$ cat config.mk
export PLATFORM = sky130hd
export DESIGN_NAME = instruction_fetch_controller
export DESIGN_NICKNAME = d
export VERILOG_FILES = /design/src/rtl/instruction_fetch_controller.sv
export SDC_FILE = /design/constraint.sdc
export NUM_CORES = 1
export LEC_CHECK = 0
export ABC_AREA = 1
export CORE_ASPECT_RATIO = 0.6
export CORE_MARGIN = 5
export CORE_UTILIZATION = 50
export DETAILED_ROUTE_END_ITERATION = 8
export GPL_ROUTABILITY_DRIVEN = 1
export PLACE_DENSITY = 0.79
export SKIP_LAST_GASP = 1
export SLEW_MARGIN = 40
export SYNTH_ARGS = -nofsm -noshare
export SYNTH_HDL_FRONTEND = slang
export SYNTH_SLANG_ARGS = --single-unit
$ cat constraint.sdc
create_clock -name clk -period 2.2 [get_ports clk]
set_input_delay 0.44 -clock clk [delete_from_list [all_inputs] [get_ports clk]]
set_output_delay 0.44 -clock clk [all_outputs]
set_load 0.005 [all_outputs]
$ cat src/rtl/instruction_fetch_controller.sv
// Instruction fetch front end: sequential PC generation, a small prefetch FIFO
// holding {word, pc} pairs, and branch redirect with full flush.
module instruction_fetch_controller #(
    parameter int ADDR_W = 9,
    parameter int DEPTH  = 2
) (
    input  logic                     clk,
    input  logic                     reset_n,
    input  logic                     enable,
    input  logic                     branch_taken,
    input  logic [ADDR_W-1:0]        branch_target,
    output logic [ADDR_W-1:0]        rom_addr,
    input  logic [31:0]              rom_data,
    output logic                     inst_valid,
    input  logic                     inst_ready,
    output logic [31:0]              inst_out,
    output logic [ADDR_W-1:0]        inst_pc,
    output logic [$clog2(DEPTH):0]   fifo_count
);
    localparam int PW = $clog2(DEPTH);
    localparam int CW = PW + 1;

    typedef enum logic [1:0] {
        IDLE  = 2'd0,
        FETCH = 2'd1,
        FULL  = 2'd2
    } state_t;

    state_t            state;
    state_t            state_next;
    logic [ADDR_W-1:0] fetch_pc;
    logic [CW-1:0]     count;
    logic [CW-1:0]     count_next;
    logic [PW-1:0]     head;
    logic [PW-1:0]     tail;
    logic [31:0]       buf_data [DEPTH];
    logic [ADDR_W-1:0] buf_pc   [DEPTH];
    logic              full;
    logic              push;
    logic              pop;

    assign rom_addr   = fetch_pc;
    assign fifo_count = count;
    assign inst_valid = (count != '0);
    assign inst_out   = buf_data[head];
    assign inst_pc    = buf_pc[head];

    always_comb begin
        // FETCH implies not full and FULL implies full; only IDLE needs the count.
        full       = (state == FULL) || ((state == IDLE) && (count == CW'(DEPTH)));
        pop        = inst_valid && inst_ready;
        push       = enable && !branch_taken && (!full || pop);
        count_next = count + CW'(push) - CW'(pop);
        if (!enable)
            state_next = IDLE;
        else if (count_next == CW'(DEPTH))
            state_next = FULL;
        else
            state_next = FETCH;
    end

    always_ff @(posedge clk or negedge reset_n) begin
        if (!reset_n) begin
            state    <= IDLE;
            fetch_pc <= '0;
            count    <= '0;
            head     <= '0;
            tail     <= '0;
            for (int unsigned i = 0; i < DEPTH; i++) begin
                buf_data[i] <= '0;
                buf_pc[i]   <= '0;
            end
        end else if (branch_taken) begin
            state    <= enable ? FETCH : IDLE;
            fetch_pc <= {branch_target[ADDR_W-1:2], 2'b00};
            count    <= '0;
            head     <= '0;
            tail     <= '0;
        end else begin
            if (push) begin
                buf_data[tail] <= rom_data;
                buf_pc[tail]   <= fetch_pc;
                tail           <= tail + PW'(1);
                fetch_pc       <= fetch_pc + ADDR_W'(4);
            end
            if (pop)
                head <= head + PW'(1);
            count <= count_next;
            state <= state_next;
        end
    end
endmodule

# Word level (Yosys, flattened, before mapping)
# Index checks and enable logic that the tools add are counted.
# totals
ff_bits	97
wordCells	60
input_bits	46
# op_classes
order_cmp	3
reduce_logical	14
n_mux	23
eq_ne	3
add_sub_neg	5
n_bitwise	3
# ops
operator	n
$mux 32	4
$bwmux 64	1
$mux 9	6
$demux 32 s1	1
$bwmux 18	1
$add 9x3->9 const B	1
$demux 9 s1	1
$mux 2	4
$eq 2x2->1 const B	3
$reduce_bool 2->1	3
$logic_and 1x1->1	5
$mux 1	5
$ge 2x2->1 const B	2
$not 1->2	2
$add 1x1->1 const B	2
$add 2x1->2	1
$logic_not 1->1	2
$logic_not 2->1	1
$logic_or 1x1->1	2
$lt 2x1->1 const B	1
$reduce_and 2->1	1
$sub 2x1->2	1
$not 1->1	1

# Logic depth before layout (Yosys ltp)
# logic_depth
word_depth	12
depth_mapped	18

# Worst setup path before layout
# OpenSTA, ideal clock, no wires.
# synth_path
kind	input to register
startpoint	input branch_taken
endpoint	register state[0]
required_ns	2.087
arrival_time_ns	1.714
stages	18
slack_ns	0.373
cell_sequence	buf_6 > inv_4 > nand2_2 > inv_2 > nand2_2 > inv_1 > nand2_1 > nand2_1 > ha_1 > inv_1 > nand2_1 > nand2_1 > inv_1 > nand2_1 > nand2_1 > nand3_1 > nand2_1 > inv_1
# synth_via
elab_chain_len	9
# synth_lines
item	line	source
start, declared	10	input logic branch_taken,
$logic_not 1->1	52	push = enable && !branch_taken && (!full || pop);
$logic_and 1x1->1 (2 in a row)	52	
$add 2x1->2	53	count_next = count + CW'(push) - CW'(pop);
$sub 2x1->2	53	
$eq 2x2->1	56	else if (count_next == CW'(DEPTH))
$mux 2	56	
$mux 2	54	if (!enable)
$mux 2 (*)	73	end else if (branch_taken) begin
end signal, assigned	74	state <= enable ? FETCH : IDLE;
end signal, assigned	89	state <= state_next;
end, declared	29	state_t state;
# Every way passes the cells marked *; elsewhere a longest branch is shown, timed or not.
# A chain may end at the register's enable or synchronous reset.

# Worst setup path after layout
# layout_path
startpoint	register head
endpoint	output inst_pc[6]
# layout_via
elab_chain_len	4
# layout_lines
item	line	source
start, declared	34	logic [PW-1:0] head;
start signal, assigned	87	head <= head + PW'(1);
$not 1->2 (not written as such)	46	assign inst_pc = buf_pc[head];
$mux 9 (not written as such) (3 in a row)	46	
end, declared	17	output logic [ADDR_W-1:0] inst_pc,
# No other way between the ends. The select of a mux whose other input is x is not followed.

==> metrics.txt <==
setup_tns 0 ns; FP Rows 26; most frequent cells in the layout nand2_1 (238), dfrtp_1 (91), clkdlybuf4s50_1 (91); P per Cell Area 1170 nW/um^2; Fill cells 680; commonest non-fill, non-tap cell in the layout nand2_1; vias in the first global route 3685; Util after Layout 67.1%; slowest cell on the critical path clkdlybuf4s50_1; Hold Crit Class in2async; clk root buf clkbuf_16; Skew-Pair Late Insertion Delay 0.33 ns; CTS buffer count 9; # IOs 99; Wirelength per Cell 13.8 um; Worst VDD drop 0.668 mV; DIE HEIGHT 81.3 um; Die Wd 129 um; Synth Cell Area 4240 um^2; Critical Path RT 1.76 ns; Routed WL 10300 um; layout cell share with drive strength beyond 1 6.51%; Syn Area/Cell 7.91 um^2; Reg area 2280 um^2; Starting Density 50.5%; Synth area leaders dfrtp_1 (54%), nand2_1 (21%), o21ai_0 (6.0%); outcome finished clean; clk sinks 91; n_diodes 0; total power draw 6620 uW; first-pass GRT wire length 17100 um; max cap viols 0; number of port buffers 92; leakage 0.00288 uW; final hold vios 0; Ys Warns 0; Synth top area share 53.7%; Max FO, Critical Path 16; maximum clock path buffer count 2; endpoints failing setup 0; worst path bufs/invs 3; TritonRoute pass-1 iters 5; GRT Util Overall 20.7%; crit-path most repeated cell nand2_1; critical path class reg2out; Iter 0 DRT Violations 315; delay-heaviest family, CP buffers and inverters; Crit. End Element output port; area of the core 8390 um^2; largest net degree at the start of global routing 44; Routed Antenna Nets 0; Most Crowded Layer GR met2; DR vias 3720; H-tree depth 3; met1 Usage GRT 27.8%; Layout Area Growth over Synthesis 32.9%; fin. max-slew vios 0; clk slew on worst S/H paths 0.06 ns; Peak Freq 463 MHz; CP cell instances inv_2 > buf_8 > nand2_1 > nand2_1 > clkdlybuf4s50_1; post-synthesis sequential area ratio 53.7%; Die ar. 10500 um^2; Setup Buffers After CTS 0; gr ovfl total 0; synth unique cells 22; Synth Register Bits 91; CP Launch Type flop; M3 GR Usage 5.52%; CTS tree yes; Worst Skew 0.00509 ns; hpwl dp 7070 um; final worst path period share 98.3%; initial antenna violation count 0; multi-input logic area 1580 um^2; Yosys top cell by area dfrtp_1; Vias/cell 5.01; minimum hold slack 0.0481 ns; GR Util met2 33.4%; DRC Markers 0; final worst path period need 2.16 ns; Placer Congestion 0.789; unrepaired setup endpoints after global routing true; nets 673; Crit path arrival time 1.72 ns; slowest stage delay, CP 0.52 ns; Gate Count Post-Synth 536
cells in the mapped netlist:
| cell type | number |
|---|---|
| inv_2 | 3 |
| dfrtp_1 | 91 |
| nand2_4 | 2 |
| buf_2 | 7 |
| xor2_1 | 1 |
| nand4_1 | 2 |
| ha_1 | 2 |
| conb_1 | 1 |
| nand2_2 | 2 |
| nand3_1 | 19 |
| o21ai_1 | 30 |
| nand2_1 | 238 |
| nor2_1 | 6 |
| inv_4 | 1 |
| inv_1 | 50 |
| o21ai_0 | 51 |
| clkbuf_1 | 12 |
| nand3_4 | 3 |
| buf_4 | 4 |
| buf_6 | 6 |
| a21oi_1 | 2 |
| clkbuf_2 | 3 |
kinds of logic (layout without fill, tap and decap cells):
group	count (synthesis)	count (layout)	share of synthesized area, %
AO/OA/AOI/OAI	83	83	9.80
other	1	4	0.0885
buffers and inverters	86	177	9.39
XOR/XNOR	1	1	0.207
AND/OR/NAND/NOR	272	272	26.2
flip-flops	91	91	53.7
adder cells (fa/ha/maj)	2	2	0.590
layout make-up:
type | count | share of cell area [%]
multi-input cells | 362 | 28.0
well taps | 112 | 2.49
clock inverters | 1 | 0.533
inverters | 54 | 3.64
repair buffers | 107 | 20.0
flip-flops and latches | 91 | 40.4
clock buffers | 15 | 4.93
worst paths after layout:
kind                                       endpoint                     start  depth (start not counted)  slack (ns)
min reg2reg                buf_data[46]$_DFFE_PN0P_  buf_data[46]$_DFFE_PN0P_                          2        0.48
max                                      inst_pc[6]          head$_DFFE_PN0P_                          5        0.04
max reg2reg                      state[0]$_DFF_PN0_   fifo_count[1]$_DFF_PN0_                         17        0.41
min in group clk           buf_data[46]$_DFFE_PN0P_  buf_data[46]$_DFFE_PN0P_                          2        0.48
max in group asynchronous   buf_data[0]$_DFFE_PN0P_                   reset_n                          2        1.56
min                        buf_data[58]$_DFFE_PN0P_                   reset_n                          1        0.05
state kept, by name (all words and copies together), names as in the netlist:
name and cells:
fifo_count 2, buf_pc 14, tail 1, state 2, head 1, buf_data 64, rom_addr 7
where the power goes:
group          total, uW  switching, uW  internal, uW  leakage, uW
clock               1560            583           974     0.000150
sequential          2700            390          2310      0.00114
combinational       2360           1110          1240      0.00159
total               6620           2090          4530      0.00288
repair_timing:
action	in CTS	in global routing
pin swaps	0	0
setup endpoints to repair	39	13
resized for setup	5	1
hold endpoints to repair	0	0
hold buffers	0	0
metrics by stage:
stage	setup WS [ns]	cells	instance area, um^2
2_1_floorplan	0.373	539	4250
3_3_place_gp	0.0496	726	5300
5_1_grt	-0.0312	742	5630
3_5_place_dp	0.0291	726	5300
6_report	0.0384	742	5630
4_1_cts	0.00692	742	5630
per-layer routing:
layer | vias up | routed length, um
li1 | 1823 | -
met2 | 152 | 4650
met1 | 1733 | 4640
met4 | 0 | 121
met3 | 12 | 864
met5 | - | 0
No activity file was read; power rests on OpenSTA's default activity.
